$ cat src/rtl/imem_dmem_arbiter.sv
// Arbitrates one single-ported external memory between instruction fetch and
// load/store traffic, generating the stall/freeze signals for the pipeline.
module imem_dmem_arbiter #(
  parameter int ADDR_W = 32,
  parameter int DATA_W = 32
) (
  input  logic              clk,
  input  logic              rst,
  input  logic              i_if_req,
  input  logic [ADDR_W-1:0] i_if_addr,
  output logic [DATA_W-1:0] o_if_rdata,
  output logic              o_if_ready,
  input  logic              i_flush,
  input  logic              i_mem_req,
  input  logic              i_mem_we,
  input  logic [ADDR_W-1:0] i_mem_addr,
  input  logic [DATA_W-1:0] i_mem_wdata,
  output logic [DATA_W-1:0] o_mem_rdata,
  output logic              o_mem_ready,
  output logic              o_ext_en,
  output logic              o_ext_we,
  output logic [ADDR_W-1:0] o_ext_addr,
  output logic [DATA_W-1:0] o_ext_wdata,
  input  logic [DATA_W-1:0] i_ext_rdata,
  input  logic              i_ext_ack,
  output logic              o_if_stall,
  output logic              o_mem_stall,
  output logic              o_freeze
);

  typedef enum logic [2:0] {
    S_IDLE,
    S_IF_BUSY,
    S_MEM_BUSY,
    S_IF_DONE,
    S_MEM_DONE
  } state_t;

  state_t            r_state;
  logic              r_ext_en;
  logic              r_ext_we;
  logic [ADDR_W-1:0] r_ext_addr;
  logic [DATA_W-1:0] r_ext_wdata;
  logic              r_if_ready;
  logic              r_mem_ready;
  logic [DATA_W-1:0] r_if_rdata;
  logic [DATA_W-1:0] r_mem_rdata;
  logic              r_discard;
  logic              w_if_ready;

  // NOTE: all state updates use non-blocking assignments so every branch sees
  // the pre-edge values, regardless of statement order.
  always_ff @(posedge clk or posedge rst) begin
    if (rst) begin
      r_state     <= S_IDLE;
      r_ext_en    <= 1'b0;
      r_ext_we    <= 1'b0;
      r_ext_addr  <= '0;
      r_ext_wdata <= '0;
      r_if_ready  <= 1'b0;
      r_mem_ready <= 1'b0;
      r_if_rdata  <= '0;
      r_mem_rdata <= '0;
      r_discard   <= 1'b0;
    end else begin
      case (r_state)
        S_IDLE: begin
          // Data access wins: it belongs to the older instruction.
          if (i_mem_req) begin
            r_state     <= S_MEM_BUSY;
            r_ext_en    <= 1'b1;
            r_ext_we    <= i_mem_we;
            r_ext_addr  <= i_mem_addr;
            r_ext_wdata <= i_mem_wdata;
          end else if (i_if_req) begin
            r_state    <= S_IF_BUSY;
            r_ext_en   <= 1'b1;
            r_ext_we   <= 1'b0;
            r_ext_addr <= i_if_addr;
          end
        end
        S_IF_BUSY: begin
          if (i_ext_ack) begin
            r_ext_en  <= 1'b0;
            r_discard <= 1'b0;
            // A fetch redirected by a branch still drains, but its data is dropped.
            if (r_discard || i_flush) begin
              r_state <= S_IDLE;
            end else begin
              r_if_rdata <= i_ext_rdata;
              r_if_ready <= 1'b1;
              r_state    <= S_IF_DONE;
            end
          end else if (i_flush) begin
            r_discard <= 1'b1;
          end
        end
        S_MEM_BUSY: begin
          if (i_ext_ack) begin
            r_ext_en    <= 1'b0;
            r_mem_rdata <= i_ext_rdata;
            r_mem_ready <= 1'b1;
            r_state     <= S_MEM_DONE;
          end
        end
        S_IF_DONE: begin
          r_if_ready <= 1'b0;
          r_state    <= S_IDLE;
        end
        S_MEM_DONE: begin
          r_mem_ready <= 1'b0;
          r_state     <= S_IDLE;
        end
        default: r_state <= S_IDLE;
      endcase
    end
  end

  // A branch arriving in the completion cycle must still kill the fetch.
  assign w_if_ready  = r_if_ready & ~i_flush;

  assign o_if_ready  = w_if_ready;
  assign o_if_rdata  = r_if_rdata;
  assign o_mem_ready = r_mem_ready;
  assign o_mem_rdata = r_mem_rdata;
  assign o_ext_en    = r_ext_en;
  assign o_ext_we    = r_ext_we;
  assign o_ext_addr  = r_ext_addr;
  assign o_ext_wdata = r_ext_wdata;

  assign o_if_stall  = i_if_req & ~w_if_ready;
  assign o_mem_stall = i_mem_req & ~r_mem_ready;
  assign o_freeze    = o_if_stall | o_mem_stall;

endmodule

$ cat config.mk
export PLATFORM = sky130hd
export DESIGN_NAME = imem_dmem_arbiter
export DESIGN_NICKNAME = d
export VERILOG_FILES = /design/src/rtl/imem_dmem_arbiter.sv
export SDC_FILE = /design/constraint.sdc
export NUM_CORES = 1
export LEC_CHECK = 0
export ABC_CLOCK_PERIOD_IN_PS = 4990
export CAP_MARGIN = 10
export CORE_AREA = 2 2 104 106
export DETAILED_ROUTE_END_ITERATION = 7
export DIE_AREA = 0 0 106 108
export DONT_BUFFER_PORTS = 1
export GPL_TIMING_DRIVEN = 1
export PLACE_DENSITY_LB_ADDON = 0.05
export SYNTH_ARGS = -nofsm -noshare
export SYNTH_HDL_FRONTEND = slang
export SYNTH_SLANG_ARGS = --single-unit
$ cat constraint.sdc
create_clock -name clk -period 4.99 [get_ports clk]
set_input_delay 0.998 -clock clk [delete_from_list [all_inputs] [get_ports clk]]
set_output_delay 0.998 -clock clk [all_outputs]
set_load 0.01 [all_outputs]
==> results.yml <==
status:
  status: "finished clean"
clock_tree:
  root_buffer: "sky130_fd_sc_hd__clkbuf_8"
  clkLatencyLatePin_ns: 0.51
  cts_max_path_buffers: 2
  cts_tree: "yes"
  post_cts.repair.setup_buffers: 0
  cts.clk_slew.worst_paths_ns: 0.06
  postCtsHoldBufs: 0
  tritoncts_buffers: 17
  h-tree-depth: 4
  cts_sinks: 136
  cts-resized-gates: 0
synth:
  synth_area_leader_cell: "sky130_fd_sc_hd__dfrtp_1"
  syn_area_per_cell_um2: 15.9
  most_frequent_cell_after_synthesis: "sky130_fd_sc_hd__mux2_2"
  combinational_family_with_the_most_area_after_synthesis: "multiplexers"
  netlist_instances: 354
  yosys.area_share.adder_pct: 0
  synth_cell_type_count: 28
  synthesis.nets: 489
  synthDominantCellAreaShare_pct: 60.4
  synth_ff_type: "sky130_fd_sc_hd__dfrtp_1"
  synth.yosys.warnings: 0
  synth_compound_gate_area_share_pct: 1.27
  synth.top_cells.by_count: "157 x sky130_fd_sc_hd__mux2_2, 136 x sky130_fd_sc_hd__dfrtp_1, 14 x sky130_fd_sc_hd__buf_6"
  postSynth.asyncResetShare_pct: 100
  synthSimpleGateAreaFrac_pct: 2.64
  yosys_register_bits: 136
  post_synth_xor_area_fraction_pct: 0
  synth.cell_area_mm2: 0.00563
  post_synth_edffs: 0
  synth.top_cells.by_area: "sky130_fd_sc_hd__dfrtp_1 60%, sky130_fd_sc_hd__mux2_2 31%, sky130_fd_sc_hd__buf_6 2.8%"
  synth_seq_area_share_pct: 60.4
  synth.area.mux_share_pct: 32.0
power:
  finalPower_uw: 4500
  power.static_leakage_uw: 0.00268
  power-per-cell-area_mw_per_mm2: 721
  peak_supply_drop_mv: 0.355
cells_and_area:
  post_route_cells_drive_above_1_share_pct: 53.3
  area_delta_synth_final_pct: 10.8
  design.final.nets: 491
  final_core_util_pct: 61.0
  antenna_cell_count: 0
  final_cell_area_mm2: 0.00624
worst_hold_path:
  min-delay-path-class: "reg2reg"
worst_setup_path:
  worst_ep_required_time_ns: 3.99
  max_stage_delay_ns: 0.35
  cp.arrival_ns: 1.82
  crit_family: "simple AND/OR/NAND/NOR gates"
  crit_path_cell_trace: "nor2b_1, nor2b_1, or2_2"
  worstSetupStartpointType: "input port"
  count_of_buffer_and_inverter_cells_on_the_critical_path: 0
  critical_setup_path_class: "in2out"
  endpoint_kind: "output port"
  max_stage_delay_cell_worst_path: "sky130_fd_sc_hd__or2_2"
  crit_path_frequent_cell: "sky130_fd_sc_hd__nor2b_1"
  worstPathMaxFanout: 3
timing:
  final.min_clock_period_ns: 2.82
  achievable-frequency_mhz: 354
  setup_viol: 0
  finalHoldViolations: 0
  setup_total_negative_slack_ns: 0
  post-route-period-util_pct: 56.6
  relative_slew_slack_pct: 39.2
  number_of_pins_with_negative_max_slew_slack_in_the_final_report: 0
  grt_setup_unrepaired: "no"
  worst-slew-pin-transition_ns: 0.913
  fin_worst_skew_ns: 0.00676
detailed_routing:
  drt-pass1-iter-count: 4
  first_iter_violations: 115
  ant_nets: 0
  routed-via-count: 2869
  drt-wirelength-per-cell_um: 22.1
  drt-total-wl_um: 11100
  route.detailed.drc: 0
  post_drt_via_cell_ratio: 5.69
global_route:
  grt_pass1_vias: 3063
  grt_pass1_wl_um: 16900
  gr-usage-all-layers_pct: 19.6
  grt_overflow: 0
  grt_max_degree: 106
  grt_antenna_before_repair: 0
floorplanning:
  fp.dieArea_mm2: 0.0114
  dieWidth_um: 106
  floorplan.die.height_um: 108
  num_rows: 37
  start_util_pct: 55.0
  core_area_mm2: 0.0102
  pin_count: 270
placement:
  dp.final_hpwl_um: 8080
  placed_cell_area_mm2: 0.00564
  port_buffers: 0
  gpl.final_weighted_congestion: 0.747
run:
  timing.max_cap.violations: 0
state kept, by name, indices dropped and copies added, names as in the netlist:
name and cells:
o_ext_en 1, o_ext_addr 32, o_ext_we 1, o_mem_rdata 32
r_if_ready 1, o_if_rdata 32, r_discard 1, r_state 3
o_mem_ready 1, o_ext_wdata 32
layout by cell type, fill, tap and decap left out, types with 3 or more instances in the layout:
master	count
sky130_fd_sc_hd__mux2_1	3
sky130_fd_sc_hd__dfrtp_1	136
sky130_fd_sc_hd__inv_6	5
sky130_fd_sc_hd__nor2b_1	4
sky130_fd_sc_hd__mux2_2	157
sky130_fd_sc_hd__clkbuf_16	16
sky130_fd_sc_hd__clkinvlp_4	4
sky130_fd_sc_hd__o21ai_0	3
sky130_fd_sc_hd__nand2_1	5
sky130_fd_sc_hd__buf_4	4
sky130_fd_sc_hd__bufinv_16	3
sky130_fd_sc_hd__nor2_1	4
routing by layer:
metal / part of all wire (%) / wire length (um) / track usage [%]
met5: 0 / 0 / 0
met4: 2.0 / 225 / 7.80
met3: 10 / 1140 / 9.52
met2: 53 / 5920 / 33.9
met1: 34 / 3820 / 20.8
metrics by stage:
step / setup WS [ns] / hold WS, ns / std cells
after CTS: 2.15 / 0.527 / 504
after global routing: 2.12 / 0.548 / 504
final: 2.17 / 0.528 / 504
after global placement: 2.15 / 0.490 / 473
after detailed placement: 2.15 / 0.510 / 473
after floorplan: 0.353 / 0.461 / 354
worst paths after layout:
| check | start | end | slack [ns] | depth (start not counted) |
|---|---|---|---|---|
| worst max register to register | r_state[0] | o_ext_wdata[26] | 2.98 | 4 |
| min in group asynchronous | rst | o_ext_wdata[20] | 0.56 | 1 |
| worst min register to register | r_if_ready | r_if_ready | 0.53 | 2 |
| worst max-delay path | i_flush | o_freeze | 2.17 | 3 |
| worst min-delay path | r_if_ready | r_if_ready | 0.53 | 2 |
| max in group asynchronous | rst | o_if_rdata[29] | 3.45 | 2 |
cell families after synthesis:
logic type             Yosys count
buffers and inverters           24
and+or+nand+nor                 23
muxes                          160
AOI/OAI and AO/OA               11
DFF                            136
where the power goes:
| part | internal (uW) | switching, uW |
|---|---|---|
| Combinational | 593 | 333 |
| Sequential | 1650 | 679 |
| Clock | 777 | 464 |
| Total | 3020 | 1480 |
worst reg2reg max path: cells and delay by family (launching register included):
kind	cells	cell delay, ns
flip-flops	1	0.49
multiplexers	1	0.39
AND/OR/NAND/NOR	2	0.63
buffers and inverters	1	0.39
layout make-up:
class / count / area [um^2]
Inverter: 3 / 16.3
Timing Repair Buffer: 4 / 30.0
Multi-Input combinational cell: 194 / 2020
Sequential cell: 136 / 3400
Clock inverter: 13 / 169
Tap cell: 136 / 170
Fill cell: 831 / 3990
Clock buffer: 18 / 428
Note: power is estimated with default switching activity, not from simulation.
